[src/rtl/encrypt_uart_tx.sv]
`default_nettype none
// ============================================================================
// Module      : encrypt_uart_tx
// Description : UART transmitter that XORs each byte with a rotating 3-byte key.
//               Frame is 8N1, or 8E1 when TX_PARITY_EN is defined.
// Revision    : 1.0 - initial release
// ============================================================================
module encrypt_uart_tx #(
  parameter int         CLKS_PER_BIT = 104,
  parameter logic [7:0] KEY0         = 8'hDE,
  parameter logic [7:0] KEY1         = 8'hAD,
  parameter logic [7:0] KEY2         = 8'hBE
) (
  input  logic       clk,
  input  logic       rst,
  input  logic [7:0] data_in,
  input  logic       data_valid,
  output logic       data_ready,
  input  logic       key_restart,
  output logic       tx,
  output logic       busy,
  output logic       byte_done
);

`ifdef TX_PARITY_EN
  typedef enum logic [2:0] {
    S_IDLE   = 3'd0,
    S_START  = 3'd1,
    S_DATA   = 3'd2,
    S_PARITY = 3'd3,
    S_STOP   = 3'd4
  } state_t;
`else
  typedef enum logic [2:0] {
    S_IDLE   = 3'd0,
    S_START  = 3'd1,
    S_DATA   = 3'd2,
    S_STOP   = 3'd4
  } state_t;
`endif

  localparam logic [15:0] c_baud_last = 16'(CLKS_PER_BIT - 1);

  state_t      r_state;
  state_t      w_state_next;
  logic [15:0] r_baud;
  logic [15:0] w_baud_next;
  logic [2:0]  r_bit;
  logic [2:0]  w_bit_next;
  logic [7:0]  r_shift;
  logic [1:0]  r_key_idx;
  logic        r_tx;
  logic        w_tx_next;
  logic        r_byte_done;
  logic        w_done_next;
  logic        w_xfer;
  logic        w_baud_end;
  logic [7:0]  w_key;

  assign data_ready = (r_state == S_IDLE) && !rst;
  assign w_xfer     = data_valid && data_ready;
  assign w_baud_end = (r_baud == c_baud_last);
  assign busy       = (r_state != S_IDLE);
  assign tx         = r_tx;
  assign byte_done  = r_byte_done;

  // A same-cycle key_restart forces the transfer onto KEY0.
  always_comb begin
    w_key = KEY0;
    if (!key_restart) begin
      case (r_key_idx)
        2'd1:    w_key = KEY1;
        2'd2:    w_key = KEY2;
        default: w_key = KEY0;
      endcase
    end
  end

  always_comb begin
    w_state_next = r_state;
    w_bit_next   = r_bit;
    w_done_next  = 1'b0;
    w_baud_next  = w_baud_end ? 16'd0 : r_baud + 16'd1;
    case (r_state)
      S_IDLE: begin
        w_baud_next = 16'd0;
        if (w_xfer) w_state_next = S_START;
      end
      S_START: if (w_baud_end) w_state_next = S_DATA;
      S_DATA: begin
        if (w_baud_end) begin
          if (r_bit == 3'd7) begin
`ifdef TX_PARITY_EN
            w_state_next = S_PARITY;
`else
            w_state_next = S_STOP;
`endif
          end else begin
            w_bit_next = r_bit + 3'd1;
          end
        end
      end
`ifdef TX_PARITY_EN
      S_PARITY: if (w_baud_end) w_state_next = S_STOP;
`endif
      S_STOP: begin
        if (w_baud_end) begin
          w_state_next = S_IDLE;
          w_done_next  = 1'b1;
        end
      end
      default: w_state_next = S_IDLE;
    endcase

    if (w_state_next != r_state) begin
      w_baud_next = 16'd0;
      w_bit_next  = 3'd0;
    end

    // tx is registered, so it is driven from the state being entered.
    case (w_state_next)
      S_START:  w_tx_next = 1'b0;
      S_DATA:   w_tx_next = r_shift[w_bit_next];
`ifdef TX_PARITY_EN
      S_PARITY: w_tx_next = ^r_shift;
`endif
      default:  w_tx_next = 1'b1;
    endcase
  end

  always_ff @(posedge clk) begin
    if (rst) r_state <= S_IDLE;
    else     r_state <= w_state_next;
  end

  always_ff @(posedge clk) begin
    if (rst) begin
      r_baud      <= 16'd0;
      r_bit       <= 3'd0;
      r_shift     <= 8'd0;
      r_key_idx   <= 2'd0;
      r_tx        <= 1'b1;
      r_byte_done <= 1'b0;
    end else begin
      r_baud      <= w_baud_next;
      r_bit       <= w_bit_next;
      r_tx        <= w_tx_next;
      r_byte_done <= w_done_next;
      if (w_xfer) begin
        r_shift   <= data_in ^ w_key;
        r_key_idx <= key_restart ? 2'd1 :
                     (r_key_idx == 2'd2) ? 2'd0 : r_key_idx + 2'd1;
      end else if (key_restart) begin
        r_key_idx <= 2'd0;
      end
    end
  end

endmodule
`default_nettype wire

[config.mk]
export PLATFORM = sky130hd
export DESIGN_NAME = encrypt_uart_tx
export DESIGN_NICKNAME = d
export VERILOG_FILES = /design/src/rtl/encrypt_uart_tx.sv
export SDC_FILE = /design/constraint.sdc
export NUM_CORES = 1
export LEC_CHECK = 0
export CAP_MARGIN = 20
export CORE_ASPECT_RATIO = 1.2
export CORE_MARGIN = 1
export CORE_UTILIZATION = 45
export DETAILED_ROUTE_END_ITERATION = 12
export HOLD_SLACK_MARGIN = 0.02
export PLACE_DENSITY_LB_ADDON = 0.08
export SLEW_MARGIN = 20
export SYNTH_ARGS = -nofsm -noshare
export SYNTH_HDL_FRONTEND = slang
export SYNTH_SLANG_ARGS = --single-unit
export TNS_END_PERCENT = 50
[constraint.sdc]
create_clock -name clk -period 3 [get_ports clk]
set_clock_uncertainty 0.1 [all_clocks]
set_input_delay 0.3 -clock clk [delete_from_list [all_inputs] [get_ports clk]]
set_output_delay 0.3 -clock clk [all_outputs]
set_load 0.05 [all_outputs]
==> results.py <==
metrics = {
    "floorplan": {
        "start_util_pct": 47.49,
        "fp.dieArea_sq_mm": 0.004153,
        "ios": 16,
        "dieHeight_um": 70.40,
        "die_w_um": 59.00,
        "placeableCoreArea_sq_mm": 0.003694,
        "num_rows": 24,
    },
    "critical_path": {
        "startpoint_type": "flip-flop",
        "critPathKind": "flip-flop to flip-flop",
        "cp_cell_sequence": "ha_1 -> and4bb_1 -> nand4_4 -> nor4_4 -> nor4b_1 -> or3_1 -> o41a_1 -> o22ai_1",
        "cp_max_fo": 6,
        "timing.critical_path.slowest_stage_cell": "nor4_4",
        "worstPathRequired_ns": 3.11,
        "end_kind": "flip-flop",
        "slowest_delay_ns": 0.44,
        "arrival_ns": 2.81,
    },
    "finish": {
        "layout.cells.non_filler": 268,
        "antennaDiodeCount": 0,
        "nNetsFinal": 231,
        "fill_cells": 361,
        "drive_above_1_share_pct": 10.19,
        "fin_util_pct": 55.35,
        "syn_to_final_growth_pct": 16.55,
    },
    "grt": {
        "grt.met2_usage_pct": 27.90,
        "antenna_found_initial": 0,
        "busiest_layer": "met2",
        "grt_use_total_pct": 17.91,
        "groute.layer.met3.usage_pct": 5.000,
        "grt_max_degree": 20,
        "grt_pass1_wl_um": 5651,
        "grt.overflow.total": 0,
        "first_global_vias": 1279,
        "use_met1_pct": 22.86,
    },
    "sta": {
        "hold_violations": 0,
        "rsz0062_at_grt": "no",
        "tns_ns": 0,
        "max_freq_mhz": 370.0,
        "setup_viol": 0,
        "post-route-min-period_ns": 2.703,
        "fin_hold_ws_ns": 0.3891,
        "period_share_pct": 90.10,
        "tightest_slew_ns": 0.5866,
        "drv_slew": 0,
        "slew_headroom_pct": 60.80,
    },
    "logic_synthesis": {
        "async_reset_ff_share_pct": 0,
        "synth_edf_count": 0,
        "synth_top_area_share_pct": 38.80,
        "syn_area_per_cell_sq_um": 8.860,
        "netlist_instances": 198,
        "netlist_area_sq_mm": 0.001754,
        "synth_area_leaders": "dfxtp_1 (39%), nor2_1 (7.7%), xor2_1 (6.0%), xnor2_1 (4.0%), ha_1 (2.9%)",
        "ys_seq_area_share_pct": 38.80,
        "yosys.area.top_type": "dfxtp_1",
        "synthDistinctLibCells": 47,
        "syn_nets": 214,
        "ys_warn_count": 0,
        "ys_ff_latch": 34,
        "synth_ff_type": "dfxtp_1",
        "synth_most_common_cell": "nor2_1",
        "synth_commonest_cells": "nor2_1 (36), dfxtp_1 (34), xor2_1 (12)",
    },
    "route": {
        "drtAntennaViolNets": 0,
        "drc": 0,
        "drt_iter0_drc": 104,
        "dr_total_vias": 1415,
        "wl_per_cell_um": 12.47,
        "vias_per_cell": 5.280,
        "drt-pass1-iter-count": 4,
        "drt-total-wl_um": 3342,
    },
    "job": {
        "max_cap_violations": 0,
    },
    "cts": {
        "ctsRootBufferMaster": "clkbuf_8",
        "numClockSinks": 34,
        "tritoncts": "built",
        "numCtsBuffers": 5,
        "cts_setup_buffers": 0,
        "clockBufferDepth": 2,
        "postCtsResizedCells": 0,
        "htreeDepth": 2,
        "clkLatencyLatePin_ns": 0.29,
        "clkTransAtPathRegs_ns": 0.07,
        "holdBufCountCts": 0,
    },
    "power_and_ir_drop": {
        "peakVddDrop_uv": 354.9,
        "power_density_mw_per_mm2": 440.6,
        "p_leak_nw": 0.6901,
    },
    "placement": {
        "placed_cells": 260,
        "routabilityCongestion": 0.8209,
        "port_buffers": 15,
        "dp_hpwl_um": 2439,
    },
    "outcome": {
        "status": "complete, no violations",
    },
    "hold_path": {
        "hp-class": "flip-flop to flip-flop",
    },
}
per-layer routing:
metal	share of wire, %	vias to the layer above
met3	3.5	6
met1	48	654
met2	47	28
met4	1.3	0
li1	-	727
met5	0	-
through the flow:
| step | total power, mW | setup slack (ns) | cell area (sq um) |
|---|---|---|---|
| floorplan | 0.5286 | 0.1218 | 1754 |
| global placement | 0.5594 | 0.4262 | 1949 |
| detailed placement | 0.5614 | 0.3380 | 1949 |
| CTS | 0.9103 | 0.2977 | 2044 |
| global route | 0.9405 | 0.1349 | 2044 |
| finish | 0.9007 | 0.2971 | 2044 |
critical path, delay by kind of cell (launching register included):
| family | cells | cell delay (ns) |
|---|---|---|
| AOI/OAI and AO/OA | 2 | 0.53 |
| DFF | 1 | 0.39 |
| and+or+nand+nor | 5 | 1.35 |
| adders and majority gates | 1 | 0.25 |
where the power goes:
part | total (mW) | leakage (nW) | switching [mW] | internal [mW]
logic | 0.0795 | 0.367 | 0.0412 | 0.0383
clock network | 0.349 | 0.0472 | 0.165 | 0.184
registers | 0.472 | 0.276 | 0.00985 | 0.462
flip-flops by register name, indices dropped and copies added, names as in the netlist:
name and flops:
byte_done 1, r_baud 16, r_bit 3, r_key_idx 2, r_shift 8, r_state 3
tx 1
cell families (layout without fill, tap and decap cells):
group           Yosys count  in the layout  synth area share (%)
compound gates           27             27                 10.63
xor+xnor                 20             20                 9.986
fa+ha+maj                 4              4                 2.853
buf+inv                  13             31                 3.281
flops                    34             34                 38.80
mux                       4              4                 2.354
simple gates             96             96                 32.10
final timing paths:
path,from,endpoint,slack [ns],depth (start not counted)
hold reg to reg,r_baud[0],r_baud[0],0.39,1
setup / recovery,r_baud[0],tx,0.30,8
setup reg to reg,r_baud[0],tx,0.30,8
hold / removal,r_baud[0],r_baud[0],0.39,1
cell type report:
type	count	area, sq um	share of cell area [%]
multi-input cells	151	1016	49.69
flip-flops and latches	34	680.7	33.29
repair buffers	17	165.2	8.078
clock buffers	6	82.58	4.039
well taps	52	65.06	3.182
inverters	6	22.52	1.102
clock inverters	2	12.51	0.6120
layout by cell type, fill, tap and decap left out, types with 4 or more instances in the layout:
cell,instances
nand3_1,8
nand3b_1,5
ha_1,4
nor3_1,7
inv_1,6
a21oi_1,5
clkdlybuf4s50_1,15
dfxtp_1,34
xor2_1,12
nor2_1,36
nand2b_1,5
clkbuf_8,6
o21ai_0,7
xnor2_1,8
nand2_1,11
Note: power is estimated with default switching activity, not from simulation.
